[src/rtl/rk4_tx_arbiter_if.sv]
// Frame-request and uart_tx handshake bundle for rk4_tx_arbiter.
// master = requesters plus uart_tx side, slave = the arbiter.
interface rk4_tx_arbiter_if #(
  parameter int NUM_REQ   = 2,
  parameter int MAX_BYTES = 8,
  parameter int LEN_W     = $clog2(MAX_BYTES + 1)
);
  logic [NUM_REQ-1:0]             req;
  logic [NUM_REQ*LEN_W-1:0]       req_len;
  logic [NUM_REQ*8*MAX_BYTES-1:0] req_data;
  logic [NUM_REQ-1:0]             grant;
  logic [NUM_REQ-1:0]             done;
  logic                           busy;
  logic                           tx_ready;
  logic                           tx_valid;
  logic [7:0]                     tx_data;

  modport master (
    output req, req_len, req_data, tx_ready,
    input  grant, done, busy, tx_valid, tx_data
  );

  modport slave (
    input  req, req_len, req_data, tx_ready,
    output grant, done, busy, tx_valid, tx_data
  );
endinterface

[src/rtl/rk4_tx_arbiter.sv]
// rk4_tx_arbiter: shares one byte-wide uart_tx between NUM_REQ frame sources, one whole frame per grant.
// Define RK4_TX_ARB_FIXED_PRIO_EN for lowest-index-wins arbitration instead of round-robin.
//
// state    | meaning
// IDLE     | no owner; arbitrate among unmasked requests
// LOAD     | latch winner's frame and clamped length
// SEND     | strobe next byte once uart_tx is ready
// WAIT_ACK | wait for uart_tx to drop tx_ready (byte taken)
// FIN      | pulse done, release grant, advance pointer
module rk4_tx_arbiter #(
  parameter int  NUM_REQ   = 2,
  parameter int  MAX_BYTES = 8,
  localparam int LEN_W     = $clog2(MAX_BYTES + 1)
) (
  input  logic            clk,
  input  logic            rst_n,
  rk4_tx_arbiter_if.slave bus
);
  localparam int IDX_W = (NUM_REQ > 1) ? $clog2(NUM_REQ) : 1;
  localparam int FRM_W = 8 * MAX_BYTES;
  localparam logic [IDX_W:0]   NUM_REQ_V = (IDX_W + 1)'(NUM_REQ);
  localparam logic [IDX_W-1:0] LAST_IDX  = IDX_W'(NUM_REQ - 1);
  localparam logic [LEN_W-1:0] MAX_LEN   = LEN_W'(MAX_BYTES);

  typedef enum logic [2:0] {IDLE, LOAD, SEND, WAIT_ACK, FIN} state_t;

  state_t             state_q, state_d;
  logic [NUM_REQ-1:0] grant_q, grant_d;
  logic [NUM_REQ-1:0] done_q, done_d;
  logic               busy_q, busy_d;
  logic               tx_valid_q, tx_valid_d;
  logic [7:0]         tx_data_q, tx_data_d;
  logic [FRM_W-1:0]   shift_q, shift_d;
  logic [LEN_W-1:0]   bytes_left_q, bytes_left_d;
  logic [IDX_W-1:0]   idx_q, idx_d;
  logic               mask_q, mask_d;

  logic               win_found;
  logic [IDX_W-1:0]   win_idx;
  logic [IDX_W-1:0]   base;
  logic [LEN_W-1:0]   len_sel, len_clamped;
  logic [FRM_W-1:0]   data_sel;

`ifdef RK4_TX_ARB_FIXED_PRIO_EN
  assign base = '0;
`else
  logic [IDX_W-1:0] ptr_q, ptr_d;

  assign base = ptr_q;

  always_comb begin
    ptr_d = ptr_q;
    if (state_q == FIN) ptr_d = (idx_q == LAST_IDX) ? '0 : idx_q + 1'b1;
  end

  always_ff @(posedge clk or negedge rst_n) begin
    if (!rst_n) ptr_q <= '0;
    else        ptr_q <= ptr_d;
  end
`endif

  // Search order starts at base; the requester just served sits out the first IDLE cycle after FIN.
  always_comb begin
    logic [IDX_W:0]   sum;
    logic [IDX_W-1:0] cand;
    win_found = 1'b0;
    win_idx   = '0;
    sum       = '0;
    cand      = '0;
    for (int k = 0; k < NUM_REQ; k++) begin
      sum = {1'b0, base} + (IDX_W + 1)'(k);
      if (sum >= NUM_REQ_V) sum = sum - NUM_REQ_V;
      cand = sum[IDX_W-1:0];
      if (!win_found && bus.req[cand] && !(mask_q && cand == idx_q)) begin
        win_found = 1'b1;
        win_idx   = cand;
      end
    end
  end

  assign len_sel     = bus.req_len[int'(idx_q) * LEN_W +: LEN_W];
  assign data_sel    = bus.req_data[int'(idx_q) * FRM_W +: FRM_W];
  assign len_clamped = (len_sel > MAX_LEN) ? MAX_LEN : len_sel;

  always_ff @(posedge clk or negedge rst_n) begin
    if (!rst_n) begin
      state_q      <= IDLE;
      grant_q      <= '0;
      done_q       <= '0;
      busy_q       <= 1'b0;
      tx_valid_q   <= 1'b0;
      tx_data_q    <= '0;
      shift_q      <= '0;
      bytes_left_q <= '0;
      idx_q        <= '0;
      mask_q       <= 1'b0;
    end else begin
      state_q      <= state_d;
      grant_q      <= grant_d;
      done_q       <= done_d;
      busy_q       <= busy_d;
      tx_valid_q   <= tx_valid_d;
      tx_data_q    <= tx_data_d;
      shift_q      <= shift_d;
      bytes_left_q <= bytes_left_d;
      idx_q        <= idx_d;
      mask_q       <= mask_d;
    end
  end

  always_comb begin
    state_d = state_q;
    case (state_q)
      IDLE:     if (win_found) state_d = LOAD;
      LOAD:     state_d = (len_clamped == '0) ? FIN : SEND;
      SEND:     if (bus.tx_ready) state_d = WAIT_ACK;
      WAIT_ACK: if (!bus.tx_ready) state_d = (bytes_left_q != '0) ? SEND : FIN;
      FIN:      state_d = IDLE;
      default:  state_d = IDLE;
    endcase
  end

  always_comb begin
    grant_d      = grant_q;
    done_d       = '0;
    busy_d       = (state_d != IDLE);
    tx_valid_d   = 1'b0;
    tx_data_d    = tx_data_q;
    shift_d      = shift_q;
    bytes_left_d = bytes_left_q;
    idx_d        = idx_q;
    mask_d       = 1'b0;
    case (state_q)
      IDLE: begin
        if (win_found) begin
          grant_d = NUM_REQ'(1) << win_idx;
          idx_d   = win_idx;
        end
      end
      LOAD: begin
        shift_d      = data_sel;
        bytes_left_d = len_clamped;
      end
      SEND: begin
        if (bus.tx_ready) begin
          tx_valid_d   = 1'b1;
          tx_data_d    = shift_q[7:0];
          shift_d      = shift_q >> 8;
          bytes_left_d = bytes_left_q - 1'b1;
        end
      end
      FIN: begin
        done_d  = grant_q;
        grant_d = '0;
        mask_d  = 1'b1;
      end
      default: ;
    endcase
  end

  assign bus.grant    = grant_q;
  assign bus.done     = done_q;
  assign bus.busy     = busy_q;
  assign bus.tx_valid = tx_valid_q;
  assign bus.tx_data  = tx_data_q;
endmodule
[src/flat_wrapper.sv]
// flat-port wrapper written by rule: the top's interface ports become plain ports
module rk4_tx_arbiter_flat 
#(
  parameter int  NUM_REQ   = 2,
  parameter int  MAX_BYTES = 8,
  localparam int LEN_W     = $clog2(MAX_BYTES + 1)
)
  (clk, rst_n, bus_req, bus_req_len, bus_req_data, bus_tx_ready, bus_grant, bus_done, bus_busy, bus_tx_valid, bus_tx_data);
  rk4_tx_arbiter_if #(.NUM_REQ(NUM_REQ), .MAX_BYTES(MAX_BYTES)) bus_i ();
  input  logic clk;
  input  logic rst_n;
  input wire logic [$bits(bus_i.req)-1:0] bus_req;
  input wire logic [$bits(bus_i.req_len)-1:0] bus_req_len;
  input wire logic [$bits(bus_i.req_data)-1:0] bus_req_data;
  input wire logic [$bits(bus_i.tx_ready)-1:0] bus_tx_ready;
  output wire logic [$bits(bus_i.grant)-1:0] bus_grant;
  output wire logic [$bits(bus_i.done)-1:0] bus_done;
  output wire logic [$bits(bus_i.busy)-1:0] bus_busy;
  output wire logic [$bits(bus_i.tx_valid)-1:0] bus_tx_valid;
  output wire logic [$bits(bus_i.tx_data)-1:0] bus_tx_data;
  assign bus_i.req = bus_req;
  assign bus_i.req_len = bus_req_len;
  assign bus_i.req_data = bus_req_data;
  assign bus_i.tx_ready = bus_tx_ready;
  assign bus_grant = bus_i.grant;
  assign bus_done = bus_i.done;
  assign bus_busy = bus_i.busy;
  assign bus_tx_valid = bus_i.tx_valid;
  assign bus_tx_data = bus_i.tx_data;
  rk4_tx_arbiter #(.NUM_REQ(NUM_REQ), .MAX_BYTES(MAX_BYTES)) u_core (.clk(clk), .rst_n(rst_n), .bus(bus_i));
endmodule
[config.mk]
export PLATFORM = sky130hd
export DESIGN_NAME = rk4_tx_arbiter_flat
export DESIGN_NICKNAME = d
export VERILOG_FILES = /design/src/rtl/rk4_tx_arbiter_if.sv /design/src/rtl/rk4_tx_arbiter.sv /design/src/flat_wrapper.sv
export SDC_FILE = /design/constraint.sdc
export NUM_CORES = 1
export LEC_CHECK = 0
export BUFFER_PORTS_ARGS = -buffer_cell sky130_fd_sc_hd__buf_2
export CAP_MARGIN = 0
export CORE_MARGIN = 2
export CORE_UTILIZATION = 51
export DETAILED_ROUTE_END_ITERATION = 16
export PLACE_DENSITY = 0.88
export RECOVER_POWER = 25
export SYNTH_ARGS = -nofsm -noshare
export SYNTH_HDL_FRONTEND = slang
export SYNTH_SLANG_ARGS = --single-unit
[constraint.sdc]
create_clock -name clk -period 2.1 [get_ports clk]
set_input_delay 0.21 -clock clk [delete_from_list [all_inputs] [get_ports clk]]
set_output_delay 0.21 -clock clk [all_outputs]
set_load 0.05 [all_outputs]
**Word level (Yosys, flattened, before mapping)**

Index checks and enable logic that the tools add are counted.

- Add/subtract/negate cells: 5
- Order comparisons: 5
- Equality and inequality tests: 8
- Shift-type cells: 3
- Mux-type cells: 28
- Reductions and logical operators: 18

Operators with widths:

| cell | number |
|---|---|
| 64-bit one-hot mux with 2 select lines | 1 |
| 128-bit by 8-bit indexed part select with 64-bit output | 1 |
| 64-bit two-way mux | 1 |
| 3-bit two-way mux | 5 |
| 1-bit two-way mux | 14 |
| 3-bit one-hot mux with 4 select lines | 1 |
| 4-bit two-way mux | 2 |
| 4-bit one-hot mux with 2 select lines | 1 |
| 2-bit AND reduction | 4 |
| 8-bit by 4-bit indexed part select with 4-bit output | 1 |
| 3-bit by 2-bit equality test with 1-bit output, second input constant | 2 |
| 1-bit logical AND | 5 |
| 4-bit > comparator, second input constant | 1 |
| 4-bit zero test | 1 |
| 1-bit by 2-bit < comparator with 1-bit output, second input constant | 2 |
| 2-bit two-way mux | 2 |
| 2-bit one-hot mux with 2 select lines | 1 |
| 2-bit nonzero test | 2 |
| 4-bit nonzero test | 1 |
| 4-bit by 1-bit subtractor with 4-bit output, second input constant | 1 |
| 3-bit by 1-bit equality test with 1-bit output, second input constant | 1 |
| 3-bit equality test, second input constant | 1 |
| 1-bit zero test | 3 |
| 3-bit zero test | 1 |
| 10 further kinds | 12 |

- Register bits: 88
- Output and inout port bits: 14
- Logic and storage cells: 78

**Longest topological paths before layout**

Gate-level depths: netlist of run 1.

- Depth in word-level cells: 14
- Gate-level depth with buffers: 8

**Least setup slack after synthesis of run 1**

No wires, ideal clock.

- Kind: reg-to-reg
- Start point: reg u_core.state_q[1]
- End point: reg u_core.shift_q[41]
- Data arrival time: 1.350 ns
- Data required time: 1.967 ns
- Path slack: 0.617 ns
- Stages on the path, launching flop included: 9
- Path through: dfrtp_1 buf_4 nand2b_1 a21o_1 buf_4 buf_6 buf_2 nand2_1 o21ai_0

- Longest elaborated chain between the ends: 3

Ends and longest elaborated chain:

| what | RTL line | text |
|---|---|---|
| start, declared | rk4_tx_arbiter.sv:27 | `state_t state_q, state_d;` |
| start signal, assigned | rk4_tx_arbiter.sv:98 | `state_q <= state_d;` |
| 3-bit by 2-bit equality test with 1-bit output or 3-bit by 1-bit equality test with 1-bit output (tied branches) | rk4_tx_arbiter.sv:133 | `case (state_q)` |
| 2-bit inequality test (no line) or 2-bit nonzero test (tied branches) | - |  |
| 2-bit AND reduction (no line) | - |  |
| end signal, assigned | rk4_tx_arbiter.sv:104 | `shift_q <= shift_d;` |
| end, declared | rk4_tx_arbiter.sv:33 | `logic [FRM_W-1:0] shift_q, shift_d;` |

Parallel ways exist; a longest one is shown, timed or not.
A chain may end at the register's enable or synchronous reset.

**Final worst setup path of run 1**

- Start point: reg u_core.state_q[2]
- End point: reg u_core.tx_data_q[6], in the netlist u_core.bus.tx_data[6]

- Longest elaborated chain between the ends: 2

Ends and longest elaborated chain:

| what | RTL line | text |
|---|---|---|
| 3-bit by 2-bit equality test with 1-bit output | rk4_tx_arbiter.sv:133 |  |
| 2-bit AND reduction (no line) | - |  |
| end signal, assigned | rk4_tx_arbiter.sv:103 | `tx_data_q <= tx_data_d;` |
| end, declared | rk4_tx_arbiter.sv:32 | `logic [7:0] tx_data_q, tx_data_d;` |

No other way between the ends.

==> flow_summary_export.csv, run 1 <==
group,metric,value,unit
run_status,status,"finished, final reports clean",
clocking,htreeDepth,3,
critical_path,critPathRequiredTime,2.33,ns
route,wl,10640,µm
place,globalplace.congestion,0.8505,
clocking,clk_latency,0.34,ns
final_layout,syn_to_final_growth,22.32,%
die,die_y,99.23,µm
synth,synth_edf_count,0,
die,rows,34,
sta,rsz0062_at_grt,"false",
place,port-buffer-count,154,
clocking,cts-root-buf,"clkbuf_8",
global_routing,overflow,0,
place,dp_hpwl,8135,µm
route,first_pass_iters,4,
pwr,max-vdd-ir-drop,587.7,µV
die,initial_core_util,0.5277,
synth,synth_cell_types,42,
critical_path,slowest_stage,"dfrtp_1",
pwr,combPwrFrac,0.482,
pwr,p_leak,2.723,nW
die,dieArea,0.009846,mm²
pwr,internal_power,0.004414,W
critical_path,worst-endpoint-arrival,2.07,ns
global_routing,grt_first_pass_wirelength,17790,µm
pwr,power.switching,0.003373,W
route,vias,4056,
sta,period_share,0.8774,
global_routing,grt_pass1_vias,3971,
die,core,0.008763,mm²
final_layout,nFillCells,740,
sta,fmax,0.5427,GHz
clocking,post_cts_resized,0,
synth,syn_area,0.004624,mm²
synth,yosysSeqAreaShare,0.4762,
sta,final_max_slew_viol_count,0,
route,vias_per_cell,5.372,
sta,relSlewSlack,0.1966,
critical_path,crit_path_max_incr_delay,0.54,ns
final_layout,layout-drive-gt1-share,0.2983,
synth,yosys_most_used_dff,"dfrtp_1",
route,wl_per_cell,14.09,µm
critical_path,cp_max_fo,15,
pwr,pwr-share-seq,0.380,
synth,synthArstFlopShare,1.000,
clocking,clk_pin_slew,0.09,ns
sta,skew,0.007474,ns
global_routing,grt_max_degree,65,
route,drc,0,
critical_path,endpoint_kind,"flop",
final_layout,final_cell_mix,"buf_2, dfrtp_1, nand2_1, mux2i_1, o21ai_0",
critical_path,path_cells,"nor3b_4, and2_1, mux2_2",
sta,min_period,1.842,ns
pwr,clockPowerShare,0.138,
final_layout,fin_util,0.6455,
synth,synth_nets,650,
synth,ys_warn_count,0,
flow_run,drv_cap,0,
critical_path,critPathKind,"flop to flop",
final_layout,final_common_cell,"buf_2",
synth,avgSynthCellArea,9.121,µm²
die,die_w,99.23,µm
route,ant_nets,0,
final_layout,multi_input_area,0.002207,mm²
clocking,cts_tree,"done",
sta,finalSetupViolCount,0,
sta,hold_viol,0,
clocking,numCtsBuffers,9,
min_path,worst_hold_path_type,"input port to flop",
sta,setup-tns-final,0,ns
pwr,p_per_area,1377,mW/mm²
synth,ys_ff_latch,88,
final_layout,ff_latch_area,0.002206,mm²
global_routing,antenna_found_initial,0,
global_routing,grt.total_usage,0.2228,
final_layout,insertedDiodeCount,0,
critical_path,cp-start-kind,"flop",
route,drt_iter0_markers,148,
clocking,clockBufferDepth,2,
synth,synthCells,507,
sta,worst_pin_slew,1.205,ns
die,ios,155,
clocking,clock_sinks,88,
pwr,sw_frac_of_total,0.4332,
final_layout,final_nets,785,
[cell usage after synthesis, types with 2 or more instances]
library cell,number,area share
buf_4,3,0.0049
buf_6,2,0.0049
buf_2,27,0.029
mux2_2,8,0.019
a221oi_1,2,0.0038
dfrtp_1,88,0.48
or3b_2,2,0.0038
ha_1,2,0.0054
nand3_1,2,0.0022
nand3b_1,2,0.0032
nand2_1,72,0.058
a21oi_1,59,0.064
mux2i_1,64,0.14
and3_1,2,0.0027
clkbuf_1,7,0.0057
nor2_1,62,0.050
inv_1,6,0.0049
o32a_1,2,0.0043
a21o_1,2,0.0032
o21ai_0,63,0.068
o21ai_1,9,0.0097
[what timing repair did]
item / 4_1_cts / 5_1_grt
endpoints found under the setup margin: 0 / 0
setup buffers: 0 / 0
hold buffers: 1 / 0
endpoints found under the hold margin: 47 / 0
[final cells by class]
cell class / instances / share of cell area
flip-flops and latches: 88 / 0.3900
well taps: 108 / 0.02389
multi-input cells: 374 / 0.3902
clock buffers: 11 / 0.02676
clock inverters: 5 / 0.005530
inverters: 6 / 0.003981
repair buffers: 163 / 0.1597
[final timing paths]
| path | slack [ns] | depth (start not counted) | from | to |
|---|---|---|---|---|
| min in group asynchronous | 0.66 | 2 | rst_n | u_core.bus.grant[1]$_DFFE_PN0P_ |
| worst max-delay path | 0.26 | 3 | u_core.state_q[2]$_DFF_PN0_ | u_core.bus.tx_data[6]$_DFFE_PN0P_ |
| max in group asynchronous | 0.57 | 2 | rst_n | u_core.idx_q$_DFFE_PN0P_ |
| worst min-delay path | 0.15 | 3 | bus_tx_ready | u_core.state_q[0]$_DFF_PN0_ |
| worst min register to register | 0.48 | 2 | u_core.shift_q[1]$_DFFE_PN0P_ | u_core.shift_q[1]$_DFFE_PN0P_ |
| worst max register to register | 0.26 | 3 | u_core.state_q[2]$_DFF_PN0_ | u_core.bus.tx_data[6]$_DFFE_PN0P_ |
[per-stage QoR]
stage | hold WS [ns] | std cells | cell area [µm²] | total power, W | setup slack [ns]
global placement | 0.2562 | 738 | 5466 | 0.006582 | 0.3554
detailed placement | 0.2661 | 738 | 5466 | 0.006786 | 0.2578
floorplan | -0.08559 | 507 | 4624 | 0.005830 | 0.6167
finish | 0.1510 | 755 | 5657 | 0.007787 | 0.2575
CTS | 0.1379 | 755 | 5659 | 0.007848 | 0.2487
global route | 0.1407 | 755 | 5657 | 0.008471 | 0.1478
[kinds of logic (layout without fill, tap and decap cells)]
logic type               after synthesis  in the layout  share of synthesized area
AO/OA/AOI/OAI                        147            147                     0.1715
adder cells (fa/ha/maj)                2              2                   0.005410
buffers and inverters                 45            185                    0.04951
flip-flops                            88             88                     0.4762
multiplexers                          72             72                     0.1580
AND/OR/NAND/NOR                      153            153                     0.1393
[layer usage]
layer | vias up | GRT usage | wire, µm
met5 | - | 0 | 0
met4 | 0 | 0.07798 | 209
met2 | 151 | 0.3960 | 5448
met1 | 1870 | 0.2802 | 4382
met3 | 16 | 0.02811 | 595
li1 | 2019 | - | -
[worst max-delay path, delay by kind of cell, from the launching register on]
| family | cells | cell delay, ns |
|---|---|---|
| DFF | 1 | 0.54 |
| muxes | 1 | 0.40 |
| and+or+nand+nor | 2 | 0.79 |
[registers in the layout (all words and copies together) (netlist names)]
register	count
u_core.base	1
u_core.bus.busy	1
u_core.bus.done	2
u_core.bus.grant	2
u_core.bus.tx_data	8
u_core.bus.tx_valid	1
u_core.bytes_left_q	4
u_core.idx_q	1
u_core.mask_q	1
u_core.shift_q	64
u_core.state_q	3
[power by group through the flow]
stage,combinational (W),clock (W),sequential [W]
after floorplan,0.00274,0,0.00309
after global placement,0.00364,0,0.00294
after detailed placement,0.00379,0,0.00300
after CTS,0.00379,0.00110,0.00296
after global routing,0.00424,0.00118,0.00306
final,0.00375,0.00107,0.00296
(Power assumes the default switching activity.)
==> inputs of run 2 (changes only) <==
--- a/config.mk
+++ b/config.mk
@@ -6,11 +6,12 @@
 export NUM_CORES = 1
 export LEC_CHECK = 0
 export BUFFER_PORTS_ARGS = -buffer_cell sky130_fd_sc_hd__buf_2
-export CAP_MARGIN = 0
+export CAP_MARGIN = 30
 export CORE_MARGIN = 2
 export CORE_UTILIZATION = 51
 export DETAILED_ROUTE_END_ITERATION = 16
-export PLACE_DENSITY = 0.88
+export GPL_TIMING_DRIVEN = 0
+export PLACE_DENSITY = 0.84
 export RECOVER_POWER = 25
 export SYNTH_ARGS = -nofsm -noshare
 export SYNTH_HDL_FRONTEND = slang
==> flow_summary_export.csv, run 2 (synthesis results as in run 1) <==
group,metric,value,unit
critical_path,cpMostUsedCell,"buf_2",
route,vias,4268,
global_routing,grtUsageMet3,0.03303,
critical_path,critPathKind,"flop to flop",
sta,fmax,0.5704,GHz
route,wl,11530,µm
clocking,cts_setup_buffers,0,
critical_path,cp-endpoint,"u_core.shift_q[9]$_DFFE_PN0P_",
clocking,numCtsBuffers,9,
die,dieArea,0.009846,mm²
clocking,cts-root-buf,"clkbuf_8",
final_layout,final_cell_mix,"buf_2, dfrtp_1, nand2_1, mux2i_1, o21ai_0",
min_path,worst_hold_path_type,"input port to flop",
clocking,clock_sinks,88,
place,dp_hpwl,8884,µm
final_layout,largest_register_ffs,64,
pwr,power.switching,0.003536,W
die,die_w,99.23,µm
final_layout,layout-drive-gt1-share,0.3137,
route,ant_nets,0,
route,first_pass_iters,4,
pwr,p_per_area,1429,mW/mm²
pwr,internal_power,0.004754,W
sta,rsz0062_at_grt,"false",
run_status,status,"finished, final reports clean",
final_layout,top_register,"u_core.shift_q",
global_routing,grt_pass1_vias,4314,
sta,period_share,0.8348,
die,die_y,99.23,µm
critical_path,r2r_end,"u_core.shift_q[9]$_DFFE_PN0P_",
clocking,clk_pin_slew,0.08,ns
final_layout,final_common_cell,"buf_2",
sta,setup-tns-final,0,ns
die,initial_core_util,0.5277,
place,globalplace.congestion,0.8308,
global_routing,antenna_found_initial,0,
sta,timing.final.ws_setup,0.3468,ns
critical_path,path_cells,"nor3b_2, buf_2, buf_2, nor2_1, a21oi_1, o21ai_0",
route,drc,0,
clocking,post_cts_resized,0,
clocking,clk_latency,0.35,ns
critical_path,slowest_stage,"dfrtp_1",
clocking,clockBufferDepth,2,
critical_path,rrSetupSlack,0.35,ns
place,port-buffer-count,154,
pwr,max-vdd-ir-drop,562.8,µV
final_layout,syn_to_final_growth,25.41,%
die,ios,155,
sta,relSlewSlack,0.4887,
flow_run,drv_cap,0,
global_routing,busiest_layer,"met2",
critical_path,r2r_cells,6,
sta,skew,0.009388,ns
critical_path,cp_max_fo,10,
route,wl_per_cell,14.65,µm
place,dp_slack,0.3999,ns
sta,hold_viol,0,
final_layout,final_nets,817,
critical_path,endpoint_kind,"flop",
global_routing,grt_use_met2,0.4179,
pwr,combPwrFrac,0.494,
clocking,htreeDepth,3,
final_layout,insertedDiodeCount,0,
global_routing,overflow,0,
route,drt_iter0_markers,158,
sta,worst_pin_slew,0.7669,ns
global_routing,grt.total_usage,0.2374,
clocking,cts_tree,"done",
critical_path,cp-start-kind,"flop",
critical_path,critPathRequiredTime,2.32,ns
critical_path,crit_path_max_incr_delay,0.48,ns
die,core,0.008763,mm²
sta,min_period,1.753,ns
global_routing,use_met1,0.2898,
global_routing,grt_max_degree,78,
pwr,total_power,0.008289,W
critical_path,worstReg2RegStart,"u_core.state_q[0]$_DFF_PN0_",
die,rows,34,
sta,finalSetupViolCount,0,
pwr,clockPowerShare,0.161,
pwr,sw_frac_of_total,0.4265,
final_layout,nFillCells,736,
sta,final_max_slew_viol_count,0,
critical_path,worst-endpoint-arrival,1.97,ns
global_routing,grt_first_pass_wirelength,18960,µm
pwr,pwr-share-seq,0.345,
critical_path,crit_start,"u_core.state_q[0]$_DFF_PN0_",
final_layout,fin_cells,787,
place,dpl.cell_count,770,
pwr,p_leak,2.840,nW
route,vias_per_cell,5.423,
-- run 2: power groups by stage --
| stage | registers (W) | logic, W | clock network (W) |
|---|---|---|---|
| 2_1_floorplan | 0.00309 | 0.00274 | 0 |
| 3_3_place_gp | 0.00284 | 0.00390 | 0 |
| 3_5_place_dp | 0.00288 | 0.00408 | 0 |
| 4_1_cts | 0.00285 | 0.00411 | 0.00134 |
| 5_1_grt | 0.00294 | 0.00458 | 0.00140 |
| 6_report | 0.00286 | 0.00410 | 0.00133 |
-- run 2: worst min-delay path by stage --
| stage | from | endpoint | cells after the start |
|---|---|---|---|
| detailed placement | rst_n | u_core.bus.tx_valid$_DFF_PN0_ | 1 |
| finish | bus_req_data[59] | u_core.shift_q[59]$_DFFE_PN0P_ | 3 |
| CTS | bus_tx_ready | u_core.state_q[0]$_DFF_PN0_ | 3 |
| floorplan | rst_n | u_core.base$_DFFE_PN0P_ | 0 |
| global placement | u_core.shift_q[3]$_DFFE_PN0P_ | u_core.shift_q[3]$_DFFE_PN0P_ | 2 |
| global route | bus_tx_ready | u_core.state_q[0]$_DFF_PN0_ | 3 |
-- run 2: per-layer routing --
metal | share of wire | vias up
met5 | 0 | -
met2 | 0.50 | 172
met3 | 0.062 | 27
li1 | - | 2086
met1 | 0.41 | 1983
met4 | 0.027 | 0
-- run 2: through the flow --
stage	instance area (µm²)	hold slack, ns	utilization
after floorplan	4624	-0.08559	-
after global placement	5530	0.4590	0.6311
after detailed placement	5560	0.06786	0.6345
after CTS	5803	0.1245	0.6622
after global routing	5799	0.1528	0.6618
final	5799	0.1340	0.6618
-- run 2: layout make-up --
class / instances / area (µm²) / area share
Multi-Input combinational cell: 374 / 2193 / 0.3782
Timing Repair Buffer: 156 / 807.0 / 0.1392
Buffer: 39 / 206.4 / 0.03560
Inverter: 6 / 22.52 / 0.003883
Sequential cell: 88 / 2202 / 0.3797
Tap cell: 108 / 135.1 / 0.02330
Clock buffer: 14 / 172.7 / 0.02977
Clock inverter: 2 / 60.06 / 0.01036
-- run 2: worst max-delay path: cells and delay by family, from the launching register on --
| kind | cells | cell delay [ns] |
|---|---|---|
| AO/OA/AOI/OAI | 2 | 0.25 |
| buffers and inverters | 2 | 0.55 |
| AND/OR/NAND/NOR | 2 | 0.34 |
| flip-flops | 1 | 0.48 |
-- run 2: what timing repair did --
item / 4_1_cts / 5_1_grt
endpoints found under the hold margin: 11 / 0
hold buffers: 1 / 0
setup endpoints to repair: 0 / 0
